`src/rtl/tt_lock_sequencer.sv`:
```
// Combination lock controller: code compare, open/relock, fail counting.
// Optional alarm lockout after MAX_TRIES wrong entries: LOCK_LOCKOUT_EN.
module tt_lock_sequencer #(
  parameter int               CODE_W         = 3,
  parameter logic [CODE_W-1:0] RESET_CODE    = 3'b101,
  parameter int               OPEN_CYCLES    = 16,
  parameter int               LOCKOUT_CYCLES = 64,
  parameter int               MAX_TRIES      = 3
) (
  input  logic                           clk,
  input  logic                           rst,
  input  logic [CODE_W-1:0]              code_in,
  input  logic                           enter,
  input  logic                           prog,
  output logic                           unlocked,
  output logic                           alarm,
  output logic                           denied,
  output logic                           prog_ack,
  output logic [$clog2(MAX_TRIES+1)-1:0] fail_cnt,
  output logic [1:0]                     state
);

  localparam int FW   = $clog2(MAX_TRIES + 1);
  localparam int TMAX = (OPEN_CYCLES > LOCKOUT_CYCLES) ?
                        OPEN_CYCLES : LOCKOUT_CYCLES;
  localparam int TW   = (TMAX > 1) ? $clog2(TMAX) : 1;

  localparam logic [FW-1:0] MAX_F   = FW'(MAX_TRIES);
  localparam logic [TW-1:0] OPEN_LD = TW'(OPEN_CYCLES - 1);

  typedef enum logic [1:0] {
    IDLE    = 2'd0,
    OPEN    = 2'd1,
    LOCKOUT = 2'd2
  } st_t;

  st_t               st;
  logic [TW-1:0]     timer;
  logic [CODE_W-1:0] stored;
  logic [FW-1:0]     fail;
  logic              enter_q;
  logic              prog_q;
  logic              enter_rise;
  logic              prog_rise;

  assign enter_rise = enter & ~enter_q;
  assign prog_rise  = prog & ~prog_q;
  assign fail_cnt   = fail;
  assign state      = st;

`ifdef LOCK_LOCKOUT_EN
  localparam logic [TW-1:0] LOCK_LD = TW'(LOCKOUT_CYCLES - 1);

  logic [FW-1:0] fail_nx;
  logic          alarm_r;

  assign fail_nx = fail + 1'b1;
  assign alarm   = alarm_r;

  // Lock FSM with lockout: state, timer, stored code, counters, outputs.
  always_ff @(posedge clk) begin
    if (rst) begin
      st       <= IDLE;
      timer    <= '0;
      stored   <= RESET_CODE;
      fail     <= '0;
      enter_q  <= enter;
      prog_q   <= prog;
      unlocked <= 1'b0;
      alarm_r  <= 1'b0;
      denied   <= 1'b0;
      prog_ack <= 1'b0;
    end else begin
      enter_q  <= enter;
      prog_q   <= prog;
      denied   <= 1'b0;
      prog_ack <= 1'b0;
      case (st)
        IDLE: begin
          if (enter_rise) begin
            if (code_in == stored) begin
              st       <= OPEN;
              timer    <= OPEN_LD;
              fail     <= '0;
              unlocked <= 1'b1;
            end else begin
              denied <= 1'b1;
              fail   <= fail_nx;
              if (fail_nx == MAX_F) begin
                st      <= LOCKOUT;
                timer   <= LOCK_LD;
                alarm_r <= 1'b1;
              end
            end
          end
        end
        OPEN: begin
          if (prog_rise) begin
            stored   <= code_in;
            prog_ack <= 1'b1;
            st       <= IDLE;
            timer    <= '0;
            unlocked <= 1'b0;
          end else if (enter_rise || timer == '0) begin
            st       <= IDLE;
            timer    <= '0;
            unlocked <= 1'b0;
          end else begin
            timer <= timer - 1'b1;
          end
        end
        LOCKOUT: begin
          if (timer == '0) begin
            st      <= IDLE;
            fail    <= '0;
            alarm_r <= 1'b0;
          end else begin
            timer <= timer - 1'b1;
          end
        end
        default: begin
          st       <= IDLE;
          timer    <= '0;
          unlocked <= 1'b0;
          alarm_r  <= 1'b0;
        end
      endcase
    end
  end
`else
  assign alarm = 1'b0;

  // Lock FSM without lockout: wrong entries saturate the fail counter.
  always_ff @(posedge clk) begin
    if (rst) begin
      st       <= IDLE;
      timer    <= '0;
      stored   <= RESET_CODE;
      fail     <= '0;
      enter_q  <= enter;
      prog_q   <= prog;
      unlocked <= 1'b0;
      denied   <= 1'b0;
      prog_ack <= 1'b0;
    end else begin
      enter_q  <= enter;
      prog_q   <= prog;
      denied   <= 1'b0;
      prog_ack <= 1'b0;
      case (st)
        IDLE: begin
          if (enter_rise) begin
            if (code_in == stored) begin
              st       <= OPEN;
              timer    <= OPEN_LD;
              fail     <= '0;
              unlocked <= 1'b1;
            end else begin
              denied <= 1'b1;
              if (fail != MAX_F)
                fail <= fail + 1'b1;
            end
          end
        end
        OPEN: begin
          if (prog_rise) begin
            stored   <= code_in;
            prog_ack <= 1'b1;
            st       <= IDLE;
            timer    <= '0;
            unlocked <= 1'b0;
          end else if (enter_rise || timer == '0) begin
            st       <= IDLE;
            timer    <= '0;
            unlocked <= 1'b0;
          end else begin
            timer <= timer - 1'b1;
          end
        end
        default: begin
          st       <= IDLE;
          timer    <= '0;
          unlocked <= 1'b0;
        end
      endcase
    end
  end
`endif

endmodule
```
`config.mk`:
```
export PLATFORM = sky130hd
export DESIGN_NAME = tt_lock_sequencer
export DESIGN_NICKNAME = d
export VERILOG_FILES = /design/src/rtl/tt_lock_sequencer.sv
export SDC_FILE = /design/constraint.sdc
export NUM_CORES = 1
export LEC_CHECK = 0
export ABC_AREA = 0
export BUFFER_PORTS_ARGS = -buffer_cell sky130_fd_sc_hd__buf_2
export CAP_MARGIN = 20
export CORE_MARGIN = 4
export CORE_UTILIZATION = 52
export DETAILED_ROUTE_END_ITERATION = 10
export PLACE_DENSITY = 0.78
export SYNTH_ARGS = -nofsm -noshare
export SYNTH_HDL_FRONTEND = slang
export SYNTH_SLANG_ARGS = --single-unit
```
`constraint.sdc`:
```
create_clock -name clk -period 1.8 [get_ports clk]
set_clock_uncertainty 0.05 [all_clocks]
set_input_delay 0.18 -clock clk [delete_from_list [all_inputs] [get_ports clk]]
set_output_delay 0.18 -clock clk [all_outputs]
set_load 0.01 [all_outputs]
```
# --- Yosys cells after proc, flatten, opt, wreduce, memory -nomap -nowiden ---
# Cells that the tools add are included.
op_classes:
  n_addsub: 2
  n_bitwise: 7
  reduce_logical: 10
  mux: 19
  n_eq_ne: 6
ops:
  columns: ["operator", "n"]
  rows:
  - ["2-to-1 mux 6 bit", 4]
  - ["2-to-1 mux 2 bit", 6]
  - ["one-hot mux 6 bit (2 select lines)", 1]
  - ["logical NOT 6 bit", 1]
  - ["2-to-1 mux 1 bit", 6]
  - ["inequality test 2 bit (second input constant)", 3]
  - ["AND reduction 3 bit", 2]
  - ["subtractor 6 x 1 -> 6 bit (second input constant)", 1]
  - ["NOT 1 bit", 5]
  - ["one-hot mux 2 bit (2 select lines)", 1]
  - ["AND reduction 2 bit", 2]
  - ["equality test 3 bit", 1]
  - ["inequality test 3 bit (second input constant)", 1]
  - ["OR reduction 3 bit", 1]
  - ["adder 2 x 1 -> 2 bit (second input constant)", 1]
  - ["bitwise AND 1 bit", 2]
  - ["equality test 2 x 1 -> 1 bit (second input constant)", 1]
  - ["logical NOT 2 bit", 1]
  - ["one-hot mux 1 bit (2 select lines)", 1]
  - ["nonzero test 2 bit", 1]
  - ["OR reduction 2 bit", 1]
  - ["logical OR 1 bit", 1]
word_totals:
  register_bits: 18
  word_cells: 53
  input_bits: 7

# --- Logic depth before layout (Yosys ltp) ---
# Gate-level depths: netlist of the first run.
logic_depth:
  word_depth: 6
  depth_mapped: 6

# --- Least setup slack after synthesis of the first run ---
# No wires, ideal clock.
synth_timing:
  kind: "reg-to-reg"
  from: "register timer[0]"
  to: "register timer[0]"
  n_path_buf: 0
  synth_period_minus_slack_ns: 1.541
  t_required_ns: 1.624
  arrival_ns: 1.365
  setup_time_ns: 0.126
  setup_slack_ns: 0.259
  stages_incl_launch_ff: 7
  path_cell_list: "dfxtp_1 inv_1 ha_1 or3b_1 o2111ai_2 mux2_2 a21oi_1"
synth_between:
  elab_chain_cells: 5
  elab_cells_between_ends: 6
synth_rtl:
  columns: ["item", "line", "rtl"]
  rows:
  - ["start, declared", "38", "logic [TW-1:0] timer;"]
  - ["start signal, assigned", "177", "timer <= timer - 1'b1;"]
  - ["parallel branches: the longest is 2 deep, another holds subtractor 6 x 1 -> 6 bit", null, null]
  - ["2-to-1 mux 6 bit (*)", "172", "end else if (enter_rise || timer == '0) begin"]
  - ["2-to-1 mux 6 bit (*)", "166", "if (prog_rise) begin"]
  - ["one-hot mux 6 bit (2 select lines) (*)", "150", "case (st)"]
# Mark *: on every way between the ends.
# A chain may end at the register's enable or synchronous reset.

# --- Final worst setup path of the first run ---
# Same ends and word-level chain as after synthesis.

==> metrics.csv, run 1 <==
stage,metric,value,unit
min_path,Hold WC Path Type,primary input to flop,
global_routing,antenna violations before repair,0,
sta,Final period util,92.73,%
power,cell leakage power,0.3950,nW
sta,# setup viols final,0,
clock_tree,number of buffers inserted during clock tree synthesis,3,
floorplanning,number of placement rows,13,
final_layout,Post-layout nets,115,
clock_tree,root buffer selected by CTS,clkbuf_4,
global_routing,wire length of the first global-routing pass,2732,um
synth,register area share after synthesis,39.45,%
routing,Via Count,682,
routing,via density per instance,5.731,
global_routing,via count of the first global-routing pass,627,
routing,first-iteration detailed-routing DRC count,10,
clock_tree,number of clock sinks,16,
sta,maximum achievable frequency,599.1,MHz
floorplanning,starting density of the core,58.73,%
critical_path,crit path capture type,flop,
synth,cell area after technology mapping,812.0,um^2
global_routing,final global-route overflow total,0,
floorplanning,Die Wd,47.52,um
synth,"Top FF cell, synth",dfxtp_1,
power,peak ir drop on the vdd network,0.0004957,V
synth,number of library cell types mapped by synthesis,38,
sta,final-report max-slew violation count,0,
critical_path,CP required,1.92,ns
synth,mean instance size in the synthesized netlist,9.124,um^2
clock_tree,Post-CTS Repair Setup Buffers,0,
routing,routed length per instance,13.85,um
synth,Post-synth EDFFs,0,
clock_tree,deepest level of the CTS H-tree,1,
routing,Top Layer Used,met4,
global_routing,total track usage,17.34,%
critical_path,worst reg2reg path depth,6,
power,Pwr Total,0.6872,mW
synth,post-synthesis cell count,89,
routing,Post-route DRC,0,
routing,wire length reported by the detailed router,1648,um
min_path,WHS Path Cells,3,
global_routing,largest net degree at the start of global routing,16,
routing,post-route met1 wirelength,762,um
final_layout,layout-stage area growth over the synthesis result,16.33,%
clock_tree,maximum count of clock buffers along a single path,2,
synth,proportion of synthesized flip-flops having asynchronous set or reset,0,%
flow_run,count of maximum capacitance violations,0,
critical_path,Worst Path Arrival,1.79,ns
synth,#FFs+latches synth,16,
outcome,run status,"finished, final reports clean",
routing,number of routed nets with antenna violations,0,
floorplanning,Die Outline Area,2258,um^2
synth,Synth Warn #,0,
final_layout,antenna cells,0,
critical_path,Max Fanout on Critical Path,5,
place,final weighted congestion in routability-driven placement,0.8918,
synth,leading cell types by total area after synthesis,"dfxtp_1 (39%), a21oi_1 (4.9%), ha_1 (4.6%), xnor2_1 (3.2%), buf_4 (2.8%)",
place,half-perimeter wire length after placement,1190,um
clock_tree,Skew-Pair Late Insertion Delay,0.30,ns
sta,unrepaired setup endpoints after global routing,false,
place,number of I/O port buffers,12,
critical_path,critical path class,flop to flop,
floorplanning,Core Box Area,1383,um^2
power,power per cell area,727.5,nW/um^2
routing,met3 wire length,49,um
sta,number of hold-slack violations in the final timing report,0,
sta,crit path time final,1.669,ns
final_layout,ratio of cells with drive above 1 in the final layout,26.92,%
routing,met2 wire length,802,um
sta,Fin Setup TNS,0,ns
synth,cell taking the most area after synthesis,dfxtp_1,
routing,drt pass-1 iters,4,
synth,fraction of post-synthesis cell area in the top cell type by area,39.45,%
clock_tree,Worst-path clk slew,0.10,ns
critical_path,critical path startpoint category,flop,
floorplanning,vertical die dimension,47.52,um
floorplanning,number of primary I/O pins,15,
clock_tree,clock tree from TritonCTS,built,
[cell usage in the layout (no fill, tap or decap), drive strengths merged, types with 2 or more instances in the layout]
master,n
dfxtp,16
buf,13
a21oi,9
nor2,6
nand2,5
clkbuf,4
inv,3
xnor2,3
ha,3
o21bai,2
o211ai,2
and3,2
or4,2
or3,2
or2,2
or2b,2
nor3,2
nand3,2
mux2,2
conb,2
dlygate4sd3,2
nor2b,2
or3b,2
[worst paths after layout]
path	start	endpoint	slack [ns]
setup reg to reg	timer[0]$_SDFFE_PP0P_	timer[0]$_SDFFE_PP0P_	0.13
hold / removal	code_in[1]	stored[1]$_SDFFE_PP0P_	0.1
setup / recovery	timer[0]$_SDFFE_PP0P_	timer[0]$_SDFFE_PP0P_	0.13
hold reg to reg	timer[5]$_SDFFE_PP0P_	timer[5]$_SDFFE_PP0P_	0.45
[flip-flops by register name (all words and copies together) (netlist names)]
name,count
stored,3
fail_cnt,2
timer,6
denied,1
prog_q,1
prog_ack,1
enter_q,1
unlocked,1
[cell type report]
class | count | area, um^2
Fill cell | 103 | 437.9
Multi-Input combinational cell | 66 | 469.2
Sequential cell | 16 | 321.6
Inverter | 3 | 11.26
Timing Repair Buffer | 15 | 87.58
Clock buffer | 4 | 36.28
Tap cell | 15 | 18.77
[cell usage after synthesis, drive strengths merged, types with 2 or more instances]
| cell type | n |
|---|---|
| dfxtp | 16 |
| and3 | 2 |
| or2 | 2 |
| nor2b | 2 |
| or2b | 2 |
| or3 | 2 |
| nand3 | 2 |
| mux2 | 2 |
| a21oi | 9 |
| nand2 | 5 |
| nor3 | 2 |
| or4 | 2 |
| or3b | 2 |
| xnor2 | 3 |
| buf | 4 |
| nor2 | 6 |
| inv | 3 |
| o21bai | 2 |
| o211ai | 2 |
| ha | 3 |
[power by group]
part	internal [mW]	switching, mW	total (mW)
logic	0.0335	0.0400	0.0735
clock network	0.123	0.121	0.244
registers	0.362	0.00714	0.369
[critical path, cell delays in order, from the launching register on]
cell and delay [ns]:
dfxtp_2 0.34, inv_1 0.10, ha_1 0.16, or3b_4 0.40, o2111ai_4 0.24, mux2_2 0.20, a21oi_1 0.07
[stage by stage]
step                cells  area, um^2  hold slack [ns]  worst slack (ns)  utilization [%]
CTS                   119       927.1           0.1034           0.06373            67.06
detailed placement    113       870.8           0.2536           0.08220            62.99
finish                119       944.7          0.09710            0.1309            68.33
global placement      113       870.8           0.2498            0.2065            62.99
floorplan              90       815.8           0.1577            0.2588                -
global route          119       944.7           0.1161           0.03098            68.33
[per-layer routing]
metal | vias up | global-route usage (%)
met1 | 319 | 21.49
met4 | 0 | 9.945
met3 | 5 | 2.256
met5 | - | 0
li1 | 348 | -
met2 | 10 | 28.61
[repair_timing]
action	CTS	global route
endpoints found under the setup margin	0	5
hold buffers	2	0
resized for setup	0	4
hold endpoints to repair	2	0
[cell families after synthesis]
| group | Yosys count | synth area share, % |
|---|---|---|
| compound gates | 22 | 19.41 |
| xor+xnor | 3 | 3.236 |
| fa+ha+maj | 3 | 4.623 |
| mux | 3 | 4.006 |
| buf+inv | 8 | 5.237 |
| flops | 16 | 39.45 |
| simple gates | 33 | 23.58 |
| other cells | 1 | 0.4618 |
(Power assumes the default switching activity.)
==> run 2, diff against run 1 <==
- CORE_MARGIN: 4 -> 2
- RECOVER_POWER: default -> 100
==> run 2 against run 1 <==
  * Critical path depth is the same
  * Register-to-register slack is essentially flat
  * Sequential power is essentially flat
  * Utilization shrank 5.9 points
  * Highest routed layer unchanged
==> metrics.csv, run 2 (same netlist as run 1, synthesis figures left out) <==
stage,metric,value,unit,change
power,internal power,0.5162,mW,was 0.5191 mW
final_layout,Post-layout nets,115,,unchanged
floorplanning,number of primary I/O pins,15,,unchanged
final_layout,layout-stage area growth over the synthesis result,14.48,%,was 16.33%
power,cell leakage power,0.3668,nW,was 0.3950 nW
clock_tree,root buffer selected by CTS,clkbuf_4,,unchanged
critical_path,reg2reg start,timer[0]$_SDFFE_PP0P_,,unchanged
clock_tree,Post-CTS Repair Setup Buffers,0,,unchanged
power,power spent charging and discharging nets,0.1709,mW,was 0.1681 mW
floorplanning,Core Box Area,1489,um^2,was 1383 um^2
clock_tree,number of buffers inserted during clock tree synthesis,3,,unchanged
critical_path,crit path capture type,flop,,unchanged
sta,maximum achievable frequency,593.0,MHz,was 599.1 MHz
critical_path,Max Fanout on Critical Path,5,,unchanged
sta,crit path time final,1.686,ns,was 1.669 ns
final_layout,flip-flop count of the largest register after layout,6,,unchanged
critical_path,critical path startpoint category,primary input,,was flop
routing,routed length per instance,13.36,um,was 13.85 um
final_layout,register cell area after layout,320.3,um^2,was 321.6 um^2
final_layout,fillers,129,,was 103
critical_path,minimum setup slack among reg-to-reg paths,0.14,ns,was 0.13 ns
clock_tree,maximum count of clock buffers along a single path,2,,unchanged
global_routing,via count of the first global-routing pass,634,,was 627
critical_path,critical path class,primary input to flop,,was flop to flop
clock_tree,clock tree from TritonCTS,built,,unchanged
routing,drt pass-1 iters,4,,unchanged
floorplanning,Die Outline Area,1894,um^2,was 2258 um^2
final_layout,ratio of cells with drive above 1 in the final layout,17.31,%,was 26.92%
min_path,Hold WC Path Type,primary input to flop,,unchanged
critical_path,worst reg2reg path depth,6,,unchanged
final_layout,"leading cell type in the layout, fill and taps excluded",dfxtp_1,,unchanged
outcome,run status,"finished, final reports clean",,unchanged
critical_path,CP Capture Point,fail_cnt[1]$_SDFFE_PP0P_,,was timer[0]$_SDFFE_PP0P_
power,switching share of power,24.87,%,was 24.46%
routing,first-iteration detailed-routing DRC count,19,,was 10
sta,Final period util,93.69,%,was 92.73%
floorplanning,Die Wd,43.52,um,was 47.52 um
routing,Post-route DRC,0,,unchanged
place,number of I/O port buffers,12,,unchanged
routing,Via Count,710,,was 682
global_routing,antenna violations before repair,0,,unchanged
sta,unrepaired setup endpoints after global routing,false,,unchanged
final_layout,utilization of the core after routing,62.44,%,was 68.33%
sta,# setup viols final,0,,unchanged
routing,via density per instance,5.917,,was 5.731
critical_path,Worst Path Arrival,1.87,ns,was 1.79 ns
final_layout,Largest Register,timer,,unchanged
global_routing,total track usage,19.33,%,was 17.34%
final_layout,Finished Cell Area,929.6,um^2,was 944.7 um^2
power,Clock power frac,36.1,%,was 35.6%
clock_tree,deepest level of the CTS H-tree,1,,unchanged
routing,wire length reported by the detailed router,1603,um,was 1648 um
global_routing,wire length of the first global-routing pass,2739,um,was 2732 um
final_layout,antenna cells,0,,unchanged
sta,Fin Hold WS,0.08794,ns,was 0.09710 ns
routing,Top Layer Used,met4,,unchanged
final_layout,highest-count cells in the layout ignoring fill and taps,"dfxtp_1 (16), a21oi_1 (8), clkbuf_1 (8), nor2_1 (6)",,"was dfxtp_1 (15), buf_2 (12), a21oi_1 (8), nor2_1 (6), nand2_1 (5)"
critical_path,timing startpoint of the critical path,enter,,was timer[0]$_SDFFE_PP0P_
power,relative contribution of sequential cells to total power,53.7,%,was 53.8%
place,final weighted congestion in routability-driven placement,0.7849,,was 0.8918
place,Post-Place Cell Area,872.1,um^2,was 870.8 um^2
floorplanning,number of placement rows,14,,was 13
sta,number of hold-slack violations in the final timing report,0,,unchanged
routing,post-route met1 wirelength,753,um,was 762 um
global_routing,largest net degree at the start of global routing,16,,unchanged
final_layout,area taken by multi-input logic gates,466.7,um^2,was 469.2 um^2
place,half-perimeter wire length after placement,1144,um,was 1190 um
floorplanning,starting density of the core,54.54,%,was 58.73%
power,power per cell area,739.1,nW/um^2,was 727.5 nW/um^2
power,peak ir drop on the vdd network,0.0004957,V,about the same
critical_path,endpoint of the most critical register-to-register path,timer[2]$_SDFFE_PP0P_,,was timer[0]$_SDFFE_PP0P_
global_routing,final global-route overflow total,0,,unchanged
power,logic gate share of total power,10.2,%,was 10.7%
sta,Fin Setup TNS,0,ns,unchanged
clock_tree,Skew-Pair Late Insertion Delay,0.30,ns,about the same
clock_tree,number of clock sinks,16,,unchanged
routing,met2 wire length,755,um,was 802 um
sta,final-report max-slew violation count,0,,unchanged
power,Pwr Total,0.6871,mW,was 0.6872 mW
routing,number of routed nets with antenna violations,0,,unchanged
flow_run,count of maximum capacitance violations,0,,unchanged
floorplanning,vertical die dimension,43.52,um,was 47.52 um
critical_path,CP required,1.98,ns,was 1.92 ns
routing,met3 wire length,68,um,was 49 um
clock_tree,Worst-path clk slew,0.09,ns,was 0.10 ns
## run 2: area by class of cell
cell class	instances	area share (%)
tap	16	2.153
clock buffer	4	3.903
timing repair buffer	15	8.075
inverter	3	1.211
sequential	16	34.45
multi-input combinational	66	50.20
## run 2: worst min path at each step
| stage | depth (start not counted) | slack, ns | to | from |
|---|---|---|---|---|
| 6_report | 3 | 0.09 | stored[1]$_SDFFE_PP0P_ | code_in[1] |
| 5_1_grt | 3 | 0.14 | stored[0]$_SDFFE_PP1P_ | code_in[0] |
| 4_1_cts | 3 | 0.09 | stored[1]$_SDFFE_PP0P_ | code_in[1] |
| 3_5_place_dp | 1 | 0.25 | prog_q$_DFF_P_ | prog |
| 3_3_place_gp | 1 | 0.25 | prog_q$_DFF_P_ | prog |
| 2_1_floorplan | 0 | 0.16 | enter_q$_DFF_P_ | enter |
## run 2: metal layers
metal,GRT usage [%],vias to the layer above
li1,-,357
met1,24.48,335
met2,32.54,16
met3,3.750,2
met4,7.273,0
met5,0,-
## run 2: per-stage QoR
step | worst slack (ns) | cells
6_report | 0.1136 | 120
2_1_floorplan | 0.2588 | 90
3_3_place_gp | 0.2036 | 114
3_5_place_dp | 0.1454 | 114
5_1_grt | 0.003012 | 120
4_1_cts | 0.05995 | 120
## run 2: what timing repair did
| item | in CTS | in global routing |
|---|---|---|
| hold buffers | 2 | 0 |
| endpoints found under the setup margin | 0 | 3 |
| endpoints found under the hold margin | 2 | 0 |
| gates resized for setup | 0 | 2 |
## run 2: critical path: stages
cell	delay [ns]
dlygate4sd3_1	0.52
clkbuf_1	0.13
nor2b_2	0.25
nand2b_1	0.15
or4b_1	0.49
a21oi_1	0.15
## run 2: power by group through the flow
stage / combinational (mW) / sequential (mW) / clock (mW)
2_1_floorplan: 0.0463 / 0.377 / 0
3_3_place_gp: 0.0642 / 0.376 / 0
3_5_place_dp: 0.0658 / 0.377 / 0
4_1_cts: 0.0694 / 0.369 / 0.249
5_1_grt: 0.0783 / 0.370 / 0.259
6_report: 0.0701 / 0.369 / 0.248
